$ cat src/rtl/regmap_pkg.sv
// Shared types and sizing for the register-map access path (arbiter and PS request buffer).
package regmap_pkg;

    localparam int RM_DATA_WIDTH  = 32;
    localparam int RM_INDEX_WIDTH = 16;
    localparam int RM_MEM_SIZE    = 256;

    typedef enum logic [1:0] {REQ_PS_W, REQ_PS_R, REQ_PL} req_e;

    typedef enum logic [1:0] {IDLE, ISSUE, WAIT_RD, DONE} state_e;

    function automatic logic [2:0] req_onehot(input req_e r);
        case (r)
            REQ_PS_W: return 3'b001;
            REQ_PS_R: return 3'b010;
            REQ_PL:   return 3'b100;
            default:  return 3'b000;
        endcase
    endfunction

endpackage

$ cat src/rtl/regmap_arbiter_rr.sv
// Three-way round-robin arbiter with request mask; bit 0 = PS write, bit 1 = PS read, bit 2 = PL.
module rr_arbiter3
    import regmap_pkg::*;
(
    input  logic       clk,
    input  logic       rst,
    input  logic [2:0] i_req,
    input  logic [2:0] i_mask,
    input  logic       i_take,
    output logic [2:0] o_grant,
    output logic       o_valid
);

    req_e       r_ptr;
    logic [2:0] w_req;
    logic [2:0] w_rot;
    logic [2:0] w_rgnt;

    // Rotate so the pointer position sits at bit 0, pick lowest, rotate back.
    always_comb begin
        w_req   = i_req & ~i_mask;
        w_rot   = w_req;
        o_grant = '0;
        case (r_ptr)
            REQ_PS_R: w_rot = {w_req[0], w_req[2:1]};
            REQ_PL:   w_rot = {w_req[1:0], w_req[2]};
            default:  w_rot = w_req;
        endcase
        if (w_rot[0])      w_rgnt = 3'b001;
        else if (w_rot[1]) w_rgnt = 3'b010;
        else if (w_rot[2]) w_rgnt = 3'b100;
        else               w_rgnt = 3'b000;
        case (r_ptr)
            REQ_PS_R: o_grant = {w_rgnt[1:0], w_rgnt[2]};
            REQ_PL:   o_grant = {w_rgnt[0], w_rgnt[2:1]};
            default:  o_grant = w_rgnt;
        endcase
        o_valid = |o_grant;
    end

    always_ff @(posedge clk) begin
        if (rst) begin
            r_ptr <= REQ_PS_W;
        end else if (i_take) begin
            if (o_grant[0])      r_ptr <= REQ_PS_R;
            else if (o_grant[1]) r_ptr <= REQ_PL;
            else if (o_grant[2]) r_ptr <= REQ_PS_W;
        end
    end

endmodule

$ cat src/rtl/regmap_arbiter.sv
// Serialises PS write, PS read and PL config accesses onto a single-port register memory.
module regmap_arbiter
    import regmap_pkg::*;
#(
    parameter int DATA_WIDTH  = RM_DATA_WIDTH,
    parameter int INDEX_WIDTH = RM_INDEX_WIDTH,
    parameter int MEM_SIZE    = RM_MEM_SIZE,
    parameter int MEM_LATENCY = 1
) (
    input  logic                   clk,
    input  logic                   rst,
    input  logic                   ps_write_req,
    input  logic [INDEX_WIDTH-1:0] ps_windex,
    input  logic [DATA_WIDTH-1:0]  ps_wdata,
    input  logic                   ps_read_req,
    input  logic [INDEX_WIDTH-1:0] ps_rindex,
    input  logic                   pl_req,
    input  logic                   pl_we,
    input  logic [INDEX_WIDTH-1:0] pl_index,
    input  logic [DATA_WIDTH-1:0]  pl_wdata,
    output logic                   wcomplete,
    output logic                   rcomplete,
    output logic [DATA_WIDTH-1:0]  ps_rdata,
    output logic                   pl_done,
    output logic [DATA_WIDTH-1:0]  pl_rdata,
    output logic                   access_err,
    output logic                   mem_en,
    output logic                   mem_we,
    output logic [INDEX_WIDTH-1:0] mem_addr,
    output logic [DATA_WIDTH-1:0]  mem_wdata,
    input  logic [DATA_WIDTH-1:0]  mem_rdata
);

    localparam logic [INDEX_WIDTH:0] LP_SIZE = (INDEX_WIDTH+1)'(MEM_SIZE);
    localparam logic [2:0]           LP_LAT  = 3'(MEM_LATENCY);

    state_e                 r_state;
    state_e                 w_next;
    req_e                   r_grant;
    logic                   r_we;
    logic [INDEX_WIDTH-1:0] r_index;
    logic [DATA_WIDTH-1:0]  r_wdata;
    logic [2:0]             r_cnt;
    logic [2:0]             r_holdoff;
    logic [2:0]             w_grant;
    logic                   w_gvalid;
    logic                   w_oor;

    assign w_oor = {1'b0, r_index} >= LP_SIZE;

    rr_arbiter3 u_rr (
        .clk     (clk),
        .rst     (rst),
        .i_req   ({pl_req, ps_read_req, ps_write_req}),
        .i_mask  (r_holdoff),
        .i_take  (r_state == IDLE),
        .o_grant (w_grant),
        .o_valid (w_gvalid)
    );

    always_comb begin
        w_next     = r_state;
        wcomplete  = 1'b0;
        rcomplete  = 1'b0;
        pl_done    = 1'b0;
        access_err = 1'b0;
        mem_en     = 1'b0;
        mem_we     = 1'b0;
        mem_addr   = '0;
        mem_wdata  = '0;
        case (r_state)
            IDLE: if (w_gvalid) w_next = ISSUE;
            ISSUE: begin
                if (!w_oor) begin
                    mem_en    = 1'b1;
                    mem_we    = r_we;
                    mem_addr  = r_index;
                    mem_wdata = r_wdata;
                end
                w_next = (r_we || w_oor) ? DONE : WAIT_RD;
            end
            WAIT_RD: if (r_cnt == 3'd1) w_next = DONE;
            DONE: begin
                wcomplete  = (r_grant == REQ_PS_W);
                rcomplete  = (r_grant == REQ_PS_R);
                pl_done    = (r_grant == REQ_PL);
                access_err = w_oor;
                w_next     = IDLE;
            end
            default: w_next = IDLE;
        endcase
    end

    always_ff @(posedge clk) begin
        if (rst) begin
            r_state   <= IDLE;
            r_grant   <= REQ_PS_W;
            r_we      <= 1'b0;
            r_index   <= '0;
            r_wdata   <= '0;
            r_cnt     <= '0;
            r_holdoff <= '0;
            ps_rdata  <= '0;
            pl_rdata  <= '0;
        end else begin
            r_state <= w_next;
            case (r_state)
                IDLE: begin
                    r_holdoff <= '0;
                    if (w_grant[0]) begin
                        r_grant <= REQ_PS_W;
                        r_we    <= 1'b1;
                        r_index <= ps_windex;
                        r_wdata <= ps_wdata;
                    end else if (w_grant[1]) begin
                        r_grant <= REQ_PS_R;
                        r_we    <= 1'b0;
                        r_index <= ps_rindex;
                        r_wdata <= '0;
                    end else if (w_grant[2]) begin
                        r_grant <= REQ_PL;
                        r_we    <= pl_we;
                        r_index <= pl_index;
                        r_wdata <= pl_wdata;
                    end
                end
                ISSUE: begin
                    // Out-of-range reads still overwrite the destination with zero.
                    if (!r_we) begin
                        if (w_oor) begin
                            if (r_grant == REQ_PL) pl_rdata <= '0;
                            else                   ps_rdata <= '0;
                        end else begin
                            r_cnt <= LP_LAT;
                        end
                    end
                end
                WAIT_RD: begin
                    r_cnt <= r_cnt - 3'd1;
                    if (r_cnt == 3'd1) begin
                        if (r_grant == REQ_PL) pl_rdata <= mem_rdata;
                        else                   ps_rdata <= mem_rdata;
                    end
                end
                DONE: r_holdoff <= req_onehot(r_grant);
                default: ;
            endcase
        end
    end

endmodule

$ cat config.mk
export PLATFORM = sky130hd
export DESIGN_NAME = regmap_arbiter
export DESIGN_NICKNAME = d
export VERILOG_FILES = /design/src/rtl/regmap_pkg.sv /design/src/rtl/regmap_arbiter_rr.sv /design/src/rtl/regmap_arbiter.sv
export SDC_FILE = /design/constraint.sdc
export NUM_CORES = 1
export LEC_CHECK = 0
export ABC_AREA = 0
export BUFFER_PORTS_ARGS = -buffer_cell sky130_fd_sc_hd__buf_2
export CAP_MARGIN = 30
export CORE_MARGIN = 2
export CORE_UTILIZATION = 48
export DETAILED_ROUTE_END_ITERATION = 8
export GPL_ROUTABILITY_DRIVEN = 0
export PLACE_DENSITY = 0.81
export SLEW_MARGIN = 20
export SYNTH_ARGS = -nofsm -noshare
export SYNTH_HDL_FRONTEND = slang
export SYNTH_SLANG_ARGS = --single-unit
$ cat constraint.sdc
create_clock -name clk -period 3.2 [get_ports clk]
set_clock_uncertainty 0.2 [all_clocks]
set_input_delay 0.32 -clock clk [delete_from_list [all_inputs] [get_ports clk]]
set_output_delay 0.32 -clock clk [all_outputs]
set_load 0.03 [all_outputs]
==> metrics.cfg, run 1 <==
[pwr]
p_clk_frac = 0.280
ir_drop_v = 0.000541
leakage_nw = 3.99
sw_frac_of_total = 0.384
p_comb_frac = 0.418
power_density_mw_per_mm2 = 839
p_sw_mw = 2.70
p_seq_frac = 0.303
p_int_mw = 4.32

[synth]
yosys.area.top_type = dfxtp_1
async_flop_share = 0
synthAdderAreaFrac = 0.0165
synthDistinctLibCells = 46
ys.flop_type = dfxtp_1
netlist_area_sq_mm = 0.00605
syn_inst = 688
synth_edf_count = 0
synth_top_cell_area_share = 0.410
synth_compound_area_frac = 0.194
synth-seq-cells = 124
yosys_warnings = 0
synth_xor_area_frac = 0
synthSimpleGateAreaFrac = 0.256
synthMuxAreaShare = 0.0579
synth.avg_cell_area_sq_um = 8.79
synth_area_leaders = dfxtp_1 (41%), o21ai_0 (7.1%), a221oi_1 (7.1%), mux2i_1 (5.8%), and2_1 (4.3%)
synth_top_family_by_area = simple AND/OR/NAND/NOR gates
synth_seq_area_share = 0.410

[critical_path]
cp-end-kind = register
r2r-start = r_grant[0]
path_class = register to register
cp.arrival_ps = 3200
crit-reg2reg-capture = r_index[0]
crit_fanout = 37
required_ps = 3350
r2r_cells = 8
reg2reg_slack_ps = 160
start_kind = register

[clock_network]
cts_buffer_depth = 2
clkTransAtPathRegs_ps = 50
htreeDepth = 4
clock_sinks = 124
worstSkewPairLatency_ps = 410
postCtsSetupBuffers = 0
cts_root_buffer = clkbuf_16
cts_buffers = 17
cts_tree = done

[floorplanning]
dieArea_sq_mm = 0.0135
die_y_um = 116
ios = 268
initial_utilization = 0.485
coreArea_sq_mm = 0.0125
die_w_um = 116
fp-row-count = 41

[layout]
drive_above_1_share = 0.327
areaGrowthSynthToFinish_pct = 38.2
final_util = 0.671
multi_input_area_sq_mm = 0.00324
fin_nets = 1113
regArea_sq_mm = 0.00248
n_antenna_cell = 0
fill_cells = 1024
layoutNonFillerInstCount = 1138

[global_route]
grt.total_usage = 0.253
gr-total-overflow = 0
antenna_found_initial = 0
grt_pass1_wl_mm = 27.0
grt_max_degree = 64
grt_pass1_vias = 5535

[routing]
routed_via_density = 5.37
routed_wl_mm = 17.9
avgRoutedWirePerCell_um = 15.7
vias = 6108
ant_nets = 0
drt_iter0_drc = 445
drc = 0
drtPass1Iterations = 4

[sta]
max_freq_mhz = 329
slew_viol_final = 0
max-slew-margin-rel = 0.556
tns_ps = 0
period_minus_slack_ps = 3040
fin_crit_sh = 0.951
worst_pin_slew_ps = 659
finalHoldViolations = 0
finalSetupViolCount = 0
rsz0062_at_grt = no

[min_path]
hold_class = input port to register
whs_path_depth = 3
hold_end = ps_rdata[1]
hp-start = mem_rdata[1]

[outcome]
status = complete, no violations

[placed_design]
post-place-cells = 1072
dp_hpwl_mm = 11.5
placement.io_buffers = 259

[job]
maxCapViolations = 0

## metrics by stage
stage	total power, mW	hold WS (ps)	setup slack (ps)	area [sq um]
final	7.01	21.0	156	8360
after global routing	7.47	13.9	10.2	8360
after floorplan	4.16	227	604	6080
after detailed placement	4.90	254	596	7400
after CTS	6.98	1.87	150	8340
after global placement	4.85	241	622	7390
## registers in the layout, summed over array words and instances, names as in the netlist
name,count
r_cnt,3
ps_rdata,32
r_wdata,32
r_index,16
r_grant,2
r_we,1
r_holdoff,3
r_state,2
pl_rdata,32
u_rr.r_ptr,1
## critical path, cell delays in order (launching register included)
cell and delay (ps):
dfxtp_1 420, inv_1 90, ha_1 400, or4_1 540
o211ai_1 110, buf_4 400, a32oi_1 160, o21ai_0 90
dlygate4sd3_1 570
## timing repair
item,4_1_cts,5_1_grt
gates resized for setup,0,3
setup endpoints to repair,0,4
hold buffers,34,0
hold endpoints to repair,28,0
## synth_stat cells, types with 3 or more instances
cell type,instances
inv_1,10
o21ai_0,86
a221oi_1,49
buf_4,8
clkbuf_1,47
nand2_1,7
buf_1,4
and3_1,16
buf_2,3
clkbuf_2,3
ha_1,8
a32oi_1,16
nor2_1,45
nand3b_1,35
mux2i_1,35
and2_1,42
nor3_1,34
dfxtp_1,124
buf_12,3
a21oi_1,10
nor2b_1,36
nand2b_1,40
## placed cells by master, fill, tap and decap left out, types with 4 or more instances in the layout
cell and n:
nor2_1 43, mux2i_1 35, inv_1 10, clkbuf_16 17, a21oi_1 9, o21ai_0 85, a32oi_1 16, nand2b_1 38
buf_4 15, and3_1 16, nand3b_1 35, nor2b_1 35, conb_1 8, dlygate4sd3_1 34, bufinv_16 4, and2_1 42
nor3_1 34, nand2_1 7, dfxtp_1 124, clkbuf_1 4, buf_2 258, ha_1 8, a221oi_1 49
## power by group through the flow
stage          Sequential (mW)  Clock, mW  Combinational [mW]
6_report                  2.12       1.96                2.93
2_1_floorplan             2.12          0                2.03
3_3_place_gp              2.13          0                2.72
4_1_cts                   2.11       1.99                2.88
3_5_place_dp              2.14          0                2.77
5_1_grt                   2.16       2.07                3.24
## layout make-up
| type | instances | share of cell area |
|---|---|---|
| flip-flops and latches | 124 | 0.297 |
| well taps | 172 | 0.0257 |
| repair buffers | 309 | 0.213 |
| inverters | 10 | 0.00449 |
| clock inverters | 8 | 0.0171 |
| clock buffers | 22 | 0.0543 |
| multi-input cells | 493 | 0.388 |
## routing by layer
| metal | part of all wire | up-vias | wire [um] | GRT usage |
|---|---|---|---|---|
| met3 | 0.088 | 38 | 1570 | 0.0747 |
| met2 | 0.48 | 290 | 8500 | 0.410 |
| met1 | 0.41 | 2778 | 7390 | 0.312 |
| met5 | 0 | - | 0 | 0 |
| li1 | - | 3002 | - | - |
| met4 | 0.024 | 0 | 436 | 0.117 |
## how the worst max path moves through the flow
| stage | endpoint | start | slack [ps] | cells after the start |
|---|---|---|---|---|
| 5_1_grt | r_index[0] | r_grant[0] | 10 | 8 |
| 6_report | r_index[0] | r_grant[0] | 160 | 8 |
| 3_3_place_gp | r_index[15] | r_grant[0] | 620 | 7 |
| 4_1_cts | r_index[4] | r_grant[0] | 150 | 9 |
| 3_5_place_dp | r_wdata[10] | r_grant[0] | 600 | 7 |
| 2_1_floorplan | mem_addr[0] | r_index[12] | 600 | 5 |
## cells by family (layout without fill, tap and decap cells)
| kind of cell | after synthesis | in the layout |
|---|---|---|
| DFF | 124 | 124 |
| and+or+nand+nor | 266 | 266 |
| adders and majority gates | 8 | 8 |
| muxes | 35 | 35 |
| buffers and inverters | 79 | 349 |
| AOI/OAI and AO/OA | 175 | 176 |
| other | 1 | 8 |
Power figures use the tool's default switching activity.
==> run 2, diff against run 1 <==
--- a/config.mk
+++ b/config.mk
@@ -12,6 +12,7 @@
 export CORE_UTILIZATION = 48
 export DETAILED_ROUTE_END_ITERATION = 8
 export GPL_ROUTABILITY_DRIVEN = 0
+export HOLD_SLACK_MARGIN = 0.1
 export PLACE_DENSITY = 0.81
 export SLEW_MARGIN = 20
 export SYNTH_ARGS = -nofsm -noshare
==> metrics.cfg, run 2 (synthesized netlist as in run 1, its figures left out) <==
[critical_path]
cp-end-kind = register  ; unchanged
cp.arrival_ps = 3230  ; was 3200 ps
crit_slowest_cell = dlygate4sd3_1  ; unchanged
crit_family = buffers and inverters  ; unchanged
path_class = register to register  ; unchanged
crit_fanout = 9  ; was 37
worstPathCellList = inv_1 > ha_2 > or4_1 > o211ai_1 > clkbuf_8 > a221oi_1 > dlygate4sd3_1 > nor3_1  ; was inv_1 > ha_1 > or4_1 > o211ai_1 > buf_4 > a32oi_1 > o21ai_0 > dlygate4sd3_1
cpPeakStageDelay_ps = 610  ; was 570 ps
crit_buf_inv = 3  ; unchanged
required_ps = 3320  ; was 3350 ps
start_kind = register  ; unchanged

[sta]
fin_crit_sh = 0.970  ; was 0.951
worst_pin_slew_ps = 653  ; was 659 ps
finalSetupViolCount = 0  ; unchanged
fin_ws_ps = 97.0  ; was 156 ps
max_freq_mhz = 322  ; was 329 MHz
tns_ps = 0  ; unchanged
finalHoldViolations = 0  ; unchanged
period_minus_slack_ps = 3100  ; was 3040 ps
slew_viol_final = 0  ; unchanged
max-slew-margin-rel = 0.560  ; was 0.556

[placed_design]
placement.io_buffers = 259  ; unchanged
place_area_sq_mm = 0.00740  ; unchanged
place_ws_ps = 596  ; unchanged
dp_hpwl_mm = 11.5  ; unchanged
post-place-cells = 1072  ; unchanged

[layout]
layoutNonFillerInstCount = 1236  ; was 1138
fin_nets = 1211  ; was 1113
stdcell_area_sq_mm = 0.00935  ; was 0.00836 sq mm
reg.largest.list = pl_rdata x32, ps_rdata x32, r_wdata x32  ; unchanged
n_antenna_cell = 0  ; unchanged
areaGrowthSynthToFinish_pct = 54.6  ; was 38.2%
final_common_cell = buf_2  ; unchanged
fill_cells = 818  ; was 1024
drive_above_1_share = 0.302  ; was 0.327
final_cell_mix = buf_2 (258), dlygate4sd3_1 (129), dfxtp_1 (123), o21ai_0 (85), a221oi_1 (49)  ; was buf_2 (258), dfxtp_1 (124), o21ai_0 (85), a221oi_1 (49), nor2_1 (43)

[routing]
routed_via_density = 5.76  ; was 5.37
routed_wl_mm = 23.2  ; was 17.9 mm
drt_iter0_drc = 651  ; was 445
drc = 0  ; unchanged
avgRoutedWirePerCell_um = 18.8  ; was 15.7 um
drtPass1Iterations = 5  ; was 4
vias = 7120  ; was 6108
ant_nets = 0  ; unchanged

[floorplanning]
die_y_um = 116  ; unchanged
coreArea_sq_mm = 0.0125  ; unchanged
fp-row-count = 41  ; unchanged
ios = 268  ; unchanged
die_w_um = 116  ; unchanged
dieArea_sq_mm = 0.0135  ; unchanged
initial_utilization = 0.485  ; unchanged

[global_route]
gr-total-overflow = 0  ; unchanged
grt.total_usage = 0.315  ; was 0.253
grt_pass1_vias = 6718  ; was 5535
grt_max_degree = 64  ; unchanged
grt_pass1_wl_mm = 33.4  ; was 27.0 mm
antenna_found_initial = 1  ; was 0

[pwr]
power_density_mw_per_mm2 = 856  ; was 839 mW/mm^2
leakage_nw = 4.45  ; was 3.99 nW
ir_drop_v = 0.000687  ; was 0.000541 V

[clock_network]
cts_buffer_depth = 2  ; unchanged
worstSkewPairLatency_ps = 420  ; was 410 ps
cts_buffers = 17  ; unchanged
postCtsSetupBuffers = 0  ; unchanged
cts_tree = done  ; unchanged
clkTransAtPathRegs_ps = 60  ; was 50 ps
clock_sinks = 124  ; unchanged
cts_root_buffer = clkbuf_16  ; unchanged
htreeDepth = 4  ; unchanged

[outcome]
status = complete, no violations  ; unchanged

[min_path]
hold_class = input port to register  ; unchanged

[job]
maxCapViolations = 0  ; unchanged

==> run 2: final cells by class <==
cell class                      instances  area [sq um]  area share
Multi-Input combinational cell        493          3250       0.348
Timing Repair Buffer                  407          2770       0.296
Sequential cell                       124          2480       0.266
Clock buffer                           22           454      0.0486
Tap cell                              172           215      0.0230
Clock inverter                          8           143      0.0153
Inverter                               10          37.5     0.00401
==> run 2: power breakdown <==
part	switching (mW)	internal, mW
clock	0.674	1.31
sequential	0.238	1.93
combinational	2.21	1.64
total	3.13	4.88
==> run 2: timing repair <==
item	CTS	global route
hold buffers	129	0
setup endpoints to repair	0	42
gates resized for setup	0	10
hold endpoints to repair	113	0
==> run 2: metal layers <==
| metal | part of all wire | global-route usage | vias to the layer above | routed length (um) |
|---|---|---|---|---|
| met2 | 0.49 | 0.538 | 530 | 11300 |
| met3 | 0.10 | 0.0934 | 103 | 2380 |
| met1 | 0.37 | 0.356 | 3282 | 8480 |
| li1 | - | - | 3203 | - |
| met5 | 0.00060 | 0 | - | 14 |
| met4 | 0.042 | 0.167 | 2 | 981 |
==> run 2: worst reg2reg max path, stage by stage (launching register included) <==
cell           delay [ps]
dfxtp_2               380
inv_1                  80
ha_2                  340
or4_1                 530
o211ai_1              270
clkbuf_8              280
a221oi_1              110
dlygate4sd3_1         610
nor3_1                220
==> run 2: final timing paths <==
kind                    from    endpoint  slack [ps]  cells past startpoint
hold reg to reg     r_cnt[1]    r_cnt[1]         260                      2
setup / recovery  r_grant[0]  r_wdata[3]         100                      8
hold / removal           rst  r_state[1]         170                      2
setup reg to reg  r_grant[0]  r_wdata[3]         100                      8
==> run 2: metrics by stage <==
step	utilization	total power, mW	hold slack, ps
floorplan	-	4.16	227
global placement	0.593	4.85	241
detailed placement	0.594	4.90	254
CTS	0.745	7.56	138
global route	0.750	8.35	200
finish	0.750	8.01	169
